`src/rtl/alu_pkg.sv`:
```
// Purpose: shared types and constants for the ALU operation sequencer.
// Latency: n/a (declarations only).
// Backpressure: n/a.
package alu_pkg;

    // ALU operation codes driven towards the execute stage
    typedef enum logic [3:0] {
        ALU_ADD = 4'b0000,
        ALU_SUB = 4'b0001,
        ALU_MUL = 4'b0010,
        ALU_DIV = 4'b0011,
        ALU_AND = 4'b0100,
        ALU_OR  = 4'b0101,
        ALU_NOR = 4'b0110,
        ALU_SLL = 4'b0111,
        ALU_SRL = 4'b1000,
        ALU_SLT = 4'b1001,
        ALU_XOR = 4'b1010
    } alu_op_t;

    // R-type function field encodings (instr[5:0])
    localparam logic [5:0] FUNCT_ADD = 6'b100000;
    localparam logic [5:0] FUNCT_SUB = 6'b100010;
    localparam logic [5:0] FUNCT_MUL = 6'b000010;
    localparam logic [5:0] FUNCT_DIV = 6'b011010;
    localparam logic [5:0] FUNCT_AND = 6'b100100;
    localparam logic [5:0] FUNCT_OR  = 6'b100101;
    localparam logic [5:0] FUNCT_NOR = 6'b100111;
    localparam logic [5:0] FUNCT_SLL = 6'b000000;
    localparam logic [5:0] FUNCT_SRL = 6'b000011;
    localparam logic [5:0] FUNCT_SLT = 6'b101010;
    localparam logic [5:0] FUNCT_XOR = 6'b100110;

    // Main-control ALUOp field
    localparam logic [1:0] ALUOP_ADD   = 2'b00;
    localparam logic [1:0] ALUOP_SUB   = 2'b01;
    localparam logic [1:0] ALUOP_FUNCT = 2'b10;
    localparam logic [1:0] ALUOP_RSVD  = 2'b11;

    // Sequencer FSM states
    typedef enum logic [1:0] {
        ST_IDLE  = 2'b00,
        ST_ISSUE = 2'b01,
        ST_WAIT  = 2'b10
    } seq_state_t;

endpackage

```
`src/rtl/alu_funct_decode.sv`:
```
// Purpose: combinational aluop + funct decode into ALU op, multicycle and illegal flags.
// Latency: 0 cycles (pure combinational).
// Backpressure: none; the caller decides when to capture the result.
module alu_funct_decode
    import alu_pkg::*;
(
    input  logic [1:0] aluop_i,
    input  logic [5:0] funct_i,
    output alu_op_t    alu_op_o,
    output logic       multicycle_o,
    output logic       illegal_o
);

    // Unknown functs and the reserved aluop fall back to ADD but are flagged
    always_comb begin
        alu_op_o  = ALU_ADD;
        illegal_o = 1'b0;
        case (aluop_i)
            ALUOP_ADD: alu_op_o = ALU_ADD;
            ALUOP_SUB: alu_op_o = ALU_SUB;
            ALUOP_FUNCT: begin
                case (funct_i)
                    FUNCT_ADD: alu_op_o = ALU_ADD;
                    FUNCT_SUB: alu_op_o = ALU_SUB;
                    FUNCT_MUL: alu_op_o = ALU_MUL;
                    FUNCT_DIV: alu_op_o = ALU_DIV;
                    FUNCT_AND: alu_op_o = ALU_AND;
                    FUNCT_OR:  alu_op_o = ALU_OR;
                    FUNCT_NOR: alu_op_o = ALU_NOR;
                    FUNCT_SLL: alu_op_o = ALU_SLL;
                    FUNCT_SRL: alu_op_o = ALU_SRL;
                    FUNCT_SLT: alu_op_o = ALU_SLT;
                    FUNCT_XOR: alu_op_o = ALU_XOR;
                    default: begin
                        alu_op_o  = ALU_ADD;
                        illegal_o = 1'b1;
                    end
                endcase
            end
            default: begin
                alu_op_o  = ALU_ADD;
                illegal_o = 1'b1;
            end
        endcase
    end

    // Only legally decoded MUL/DIV occupy the ALU for several cycles
    assign multicycle_o = (alu_op_o == ALU_MUL) || (alu_op_o == ALU_DIV);

endmodule

```
`src/rtl/alu_op_sequencer.sv`:
```
// Purpose: registered ALU-control decoder with valid/ready handshake and MUL/DIV occupancy hold-off.
// Latency: op accepted at edge N is presented (out_valid) in cycle N+1.
// Backpressure: outputs held stable until out_ready; no intake during multi-cycle occupancy.
module alu_op_sequencer
    import alu_pkg::*;
#(
    parameter int DATA_W     = 32,
    parameter int MUL_CYCLES = 4,
    parameter int DIV_CYCLES = 16
) (
    input  logic              clk,
    input  logic              rst,
    input  logic              in_valid,
    output logic              in_ready,
    input  logic [DATA_W-1:0] instr,
    input  logic [1:0]        aluop,
    output logic              out_valid,
    input  logic              out_ready,
    output logic [3:0]        alu_op,
    output logic              multicycle,
    output logic              illegal,
    output logic              busy
);

    localparam int MAX_CYCLES = (MUL_CYCLES > DIV_CYCLES) ? MUL_CYCLES : DIV_CYCLES;
    localparam int CNT_W      = (MAX_CYCLES > 1) ? $clog2(MAX_CYCLES) : 1;
    localparam logic [CNT_W-1:0] MUL_LOAD = CNT_W'(MUL_CYCLES - 1);
    localparam logic [CNT_W-1:0] DIV_LOAD = CNT_W'(DIV_CYCLES - 1);

    seq_state_t       state_q, state_d;
    logic [CNT_W-1:0] cnt_q, cnt_d;
    alu_op_t          op_q, op_d;
    logic             mc_q, mc_d;
    logic             ill_q, ill_d;

    alu_op_t dec_op;
    logic    dec_mc;
    logic    dec_ill;
    logic    accept;

    // Only the funct field matters; upper instruction bits are intentionally unused
    generate
        if (DATA_W > 6) begin : g_hi_bits
            logic unused_instr_hi;
            assign unused_instr_hi = ^instr[DATA_W-1:6];
        end
    endgenerate

    alu_funct_decode u_decode (
        .aluop_i      (aluop),
        .funct_i      (instr[5:0]),
        .alu_op_o     (dec_op),
        .multicycle_o (dec_mc),
        .illegal_o    (dec_ill)
    );

    // Intake is open when idle, or when the current single-cycle op retires this cycle
    always_comb begin
        in_ready = 1'b0;
        if (!rst) begin
            in_ready = (state_q == ST_IDLE) ||
                       ((state_q == ST_ISSUE) && out_ready && !mc_q);
        end
    end

    assign accept = in_valid && in_ready;

    // Next-state logic: capture decode, issue, and count down multi-cycle occupancy
    always_comb begin
        state_d = state_q;
        cnt_d   = cnt_q;
        op_d    = op_q;
        mc_d    = mc_q;
        ill_d   = ill_q;
        case (state_q)
            ST_IDLE: begin
                if (accept) begin
                    op_d    = dec_op;
                    mc_d    = dec_mc;
                    ill_d   = dec_ill;
                    state_d = ST_ISSUE;
                end
            end
            ST_ISSUE: begin
                if (out_ready) begin
                    if (mc_q) begin
                        cnt_d   = (op_q == ALU_MUL) ? MUL_LOAD : DIV_LOAD;
                        state_d = ST_WAIT;
                    end else if (accept) begin
                        op_d  = dec_op;
                        mc_d  = dec_mc;
                        ill_d = dec_ill;
                    end else begin
                        state_d = ST_IDLE;
                    end
                end
            end
            ST_WAIT: begin
                if (cnt_q == '0) begin
                    state_d = ST_IDLE;
                end else begin
                    cnt_d = cnt_q - CNT_W'(1);
                end
            end
            default: state_d = ST_IDLE;
        endcase
    end

    // State and output registers; reset drops any pending or in-flight op
    always_ff @(posedge clk) begin
        if (rst) begin
            state_q <= ST_IDLE;
            cnt_q   <= '0;
            op_q    <= ALU_ADD;
            mc_q    <= 1'b0;
            ill_q   <= 1'b0;
        end else begin
            state_q <= state_d;
            cnt_q   <= cnt_d;
            op_q    <= op_d;
            mc_q    <= mc_d;
            ill_q   <= ill_d;
        end
    end

    assign out_valid  = (state_q == ST_ISSUE);
    assign busy       = (state_q == ST_WAIT);
    assign alu_op     = op_q;
    assign multicycle = mc_q;
    assign illegal    = ill_q;

endmodule

```
`config.mk`:
```
export PLATFORM = sky130hd
export DESIGN_NAME = alu_op_sequencer
export DESIGN_NICKNAME = d
export VERILOG_FILES = /design/src/rtl/alu_pkg.sv /design/src/rtl/alu_funct_decode.sv /design/src/rtl/alu_op_sequencer.sv
export SDC_FILE = /design/constraint.sdc
export NUM_CORES = 1
export LEC_CHECK = 0
export CELL_PAD_IN_SITES_DETAIL_PLACEMENT = 0
export CELL_PAD_IN_SITES_GLOBAL_PLACEMENT = 1
export CORE_MARGIN = 2
export CORE_UTILIZATION = 30
export CTS_CLUSTER_DIAMETER = 150
export DETAILED_ROUTE_END_ITERATION = 10
export GPL_ROUTABILITY_DRIVEN = 0
export PLACE_DENSITY = 0.95
export SKIP_LAST_GASP = 1
export SYNTH_ARGS = -nofsm -noshare
export SYNTH_HDL_FRONTEND = slang
export SYNTH_HIERARCHICAL = 1
export SYNTH_SLANG_ARGS = --single-unit
```
`constraint.sdc`:
```
create_clock -name clk -period 2.7 [get_ports clk]
set_input_delay 0.54 -clock clk [delete_from_list [all_inputs] [get_ports clk]]
set_output_delay 0.54 -clock clk [all_outputs]
set_load 0.1 [all_outputs]
```
* Word level (Yosys, flattened, before mapping)
Index checks and enable logic that the tools add are counted.
Storage, ports and cells: flip-flop bits (word level) 12, input bits 38, output and inout port bits 9, logic and storage cells 77
Cells by class: add/subtract/negate cells 1, equal/unequal tests 24, mux-type cells 29, reductions and logical operators 18
Operators with widths (number):
- $eq 6x6->1 const B | 7
- $pmux 4 s10 | 1
- $mux 4 | 7
- $pmux 4 s2 | 3
- $eq 4x2->1 const B | 3
- $eq 6x2->1 const B | 2
- $reduce_or 11->1 | 1
- $mux 2 | 5
- $mux 1 | 9
- $reduce_and 4->1 | 2
- $eq 6x5->1 const B | 1
- $logic_not 6->1 | 1
- $ne 2x1->1 const B | 3
- $ne 2x2->1 const B | 3
- $pmux 1 s2 | 3
- $pmux 2 s3 | 1
- $reduce_and 3->1 | 2
- $eq 2x1->1 const B | 2
- $eq 2x2->1 const B | 2
- $logic_not 2->1 | 2
- $logic_not 4->1 | 1
- $reduce_bool 2->1 | 2
- $sub 4x1->4 const B | 1
- $logic_and 1x1->1 | 3
- 4 further kinds | 5

* Longest topological paths before layout
word-level depth 10, depth in mapped cells 7, depth with buffers taken out 7

* Modules after synthesis
The synthesis kept the hierarchy.
By module, submodules not included:
- alu_op_sequencer | instances 1, cells an instance 59, area an instance 583.1 sq um, seq. area each 240.2 sq um
- alu_funct_decode | instances 1, cells an instance 54, area an instance 382.9 sq um, seq. area each 0.0 sq um

* Least setup slack after synthesis
Ideal clock, no wire load.
kind register -> output, from register mc_q (netlist: multicycle), to output in_ready, data arrival time 3.215 ns, required time 2.160 ns, slack -1.055 ns, stages on the path, launching flop included 3, path buffers 0, cell sequence dfxtp_1 > nand2b_4 > a211oi_1
On the way: cells in the longest elaborated chain, start to end 4
Ends and longest elaborated chain:
- start: declaration | line alu_op_sequencer.sv:33 | logic mc_q, mc_d;
- start signal: assignment | line alu_op_sequencer.sv:121 | mc_q <= mc_d;
- $logic_not 1->1 | line alu_op_sequencer.sv:62 | ((state_q == ST_ISSUE) && out_ready && !mc_q);
- $logic_and 1x1->1 | line alu_op_sequencer.sv:62
- $logic_or 1x1->1 | line alu_op_sequencer.sv:61 | in_ready = (state_q == ST_IDLE) ||
- $mux 1 | line alu_op_sequencer.sv:60 | if (!rst) begin
- end: declaration | line alu_op_sequencer.sv:14 | output logic in_ready,
No other way between the ends.

* Worst setup path in the final report
from input out_ready, to output in_ready
On the way: cells in the longest elaborated chain, start to end 4
Ends and longest elaborated chain:
- start: declaration | line alu_op_sequencer.sv:18 | input logic out_ready,
- $logic_and 1x1->1 (2 in a row) | line alu_op_sequencer.sv:62
- $logic_or 1x1->1 | line alu_op_sequencer.sv:61
- $mux 1 | line alu_op_sequencer.sv:60
No other way between the ends.

==> summary.md <==
| Metric | Value |
|---|---|
| Ant diodes | 0 |
| Crit path time final | 2.18 ns |
| CTS tree | yes |
| Die area | 0.00369 mm² |
| Count of state elements after synthesis | 12 |
| Top cell type by total area after synthesis | dfxtp_1 |
| Multi-input gate area | 646 µm² |
| CTS root buffer | clkbuf_4 |
| Num CTS Buffers | 3 |
| Hold slack final | between 0.5 and 0.6 ns |
| Top_reg_cell synth | dfxtp_1 |
| WL final | 1.97 mm |
| Register area | 240 µm² |
| Hold_buf cts | 0 |
| Yosys cell types | 47 |
| Nets | 174 |
| Hold Path Class | flip-flop to flip-flop |
| Total gr overflow | 0 |
| First-pass GRT wire length | roughly 3.3 mm |
| Slew HR | 0.667 |
| Post-route setup TNS | 0 ns |
| WS Path Type | input port to primary output |
| H-tree depth | 1 |
| DIE HEIGHT | 60.7 µm |
| DRC | 0 |
| Period utilization | 0.807 |
| Top cell type's share of synthesized area | 0.249 |
| Initial DRC Count | 40 |
| Worst Setup Start Kind | input port |
| Required time worst endpoint | around 2.2 ns |
| Worst endpoint data arrival time | 1.64 ns |
| Number of flops mapped to enable cells by yosys | 0 |
| Unrepaired setup endpoints after global routing | no |
| CP Capture Type | primary output |
| P_leak | 0.477 nW |
| Post-DP HPWL | approximately 1.6 mm |
| Slew at the pin closest to its max-slew limit | 0.499 ns |
| Area delta synth->final | 24.1% |
| Final Max Tran Viols | 0 |
| Max Buffers Root-to-Sink | 2 |
| Ys async rst share | 0 |
| Clock Skew | between 0.0015 and 0.002 ns |
| IO Port Bufs | 20 |
| Vias post-DR | 896 |
| Fraction of layout cells with a size suffix above 1 | 0.208 |
| Initial antenna violation count | 0 |
| Die Width | between 60 and 70 µm |
| Power Dens Cells | 341 mW/mm² |
| Routed vias/inst | 5.15 |
| Largest net degree at the start of global routing | 16 |
| # resized after CTS | 0 |
| Post-DRT Antenna Nets | 0 |
| Post-Syn Nets | between 150 and 200 |
| # rows | 20 |
| Worst-path maximum fanout | 3 |
| Postcts setup bufs | 0 |
| Synthesized area per cell | 8.55 µm² |
| Setup violations, final | 0 |
| Fmax | 459 MHz |
| Synthesized area | 966 µm² |
| Global-route usage over all layers | 0.114 |
| Total of max-cap violations | 0 |
| Avg WL per Cell | around 11 µm |
| # fillers | 319 |
| CTS sink cnt | 12 |
| Fin. Hold Viols | 0 |
| Most common cell in the netlist | dfxtp_1 |
| Vias in the first global route | ~810 |
| DR pass1 iterations | 6 |
| Core Box Area | 0.00305 mm² |
| Worst-skew pair later-pin latency | 0.26 ns |
| Status | finished clean |
| Pwr Total | 409 µW |
| Initial Utilization | 0.316 |
| Final Core Density | 0.393 |
| Commonest cells post-synth | dfxtp_1 (12), inv_1 (10), nand2_1 (10) |
| Boundary Pins | 47 |
| Sequential area share after synthesis | 0.249 |
| Peak supply drop | 0.108 mV |
| Top post-synthesis cells by area | dfxtp_1 (25%), mux2_2 (5.8%), ha_1 (5.2%) |
| Yosys warning total | 6 |
| Post-Synthesis Cells | 113 |
| Reg clk slew, reported paths | 0.07 ns |
[worst max-delay path, cell delays in order]
cell             delay (ns)
clkdlybuf4s50_1        0.54
nand2b_4               0.08
a211oi_4               0.27
buf_12                 0.21
[layout make-up]
type	count	share of cell area
well taps	44	0.0459
multi-input cells	84	0.539
inverters	10	0.0313
clock buffers	3	0.0188
flip-flops and latches	12	0.200
repair buffers	21	0.165
[stage by stage]
| stage | instances | setup WS, ns | cell area, µm² |
|---|---|---|---|
| after floorplan | 113 | 0.317 | 978 |
| after global placement | 171 | 0.372 | 1180 |
| after detailed placement | 171 | 0.333 | 1180 |
| after CTS | 174 | 0.500 | 1200 |
| after global routing | 174 | 0.441 | 1200 |
| final | 174 | 0.520 | 1200 |
[per-layer routing]
layer	up-vias	global-route usage	part of all wire
li1	455	-	-
met1	429	0.148	0.48
met2	12	0.200	0.49
met3	0	0.0107	0.029
met4	0	0.0342	0
met5	-	0	0
[registers in the layout (all words and copies together), names as in the netlist]
name and count:
alu_op 4, cnt_q 4, state_q 2, illegal 1, multicycle 1
[cell usage in the layout, fill, tap and decap left out, drive strengths merged, types with 2 or more instances in the layout]
cell / count
xor2: 2
nor4b: 3
nand2: 10
o31ai: 3
a221oi: 2
nand3: 3
nor3: 2
a31oi: 2
clkdlybuf4s50: 11
mux2: 5
nor2: 3
o21ai: 3
buf: 10
a211oi: 4
inv: 10
nor2b: 8
nand4b: 2
nand2b: 2
dfxtp: 12
a21oi: 4
clkbuf: 3
or2: 2
ha: 4
[worst paths after layout]
kind | end | depth (start not counted) | slack (ns) | startpoint
worst max register to register | cnt_q[2] | 5 | 1.08 | cnt_q[0]
worst min register to register | cnt_q[3] | 2 | 0.51 | cnt_q[3]
worst max-delay path | in_ready | 4 | 0.52 | out_ready
worst min-delay path | cnt_q[3] | 2 | 0.51 | cnt_q[3]
[logic make-up after synthesis]
| family | count (synthesis) | synth area share |
|---|---|---|
| xor+xnor | 2 | 0.0181 |
| buf+inv | 17 | 0.0959 |
| compound gates | 30 | 0.240 |
| flops | 12 | 0.249 |
| simple gates | 43 | 0.288 |
| fa+ha+maj | 4 | 0.0518 |
| mux | 5 | 0.0583 |
[power by group]
part | internal, mW | switching (mW) | leakage (nW)
Clock | 0.0515 | 0.0542 | 0.0138
Combinational | 0.0475 | 0.0723 | 0.366
Sequential | 0.180 | 0.00354 | 0.0973
Total | 0.279 | 0.130 | 0.477
(Power assumes the default switching activity.)
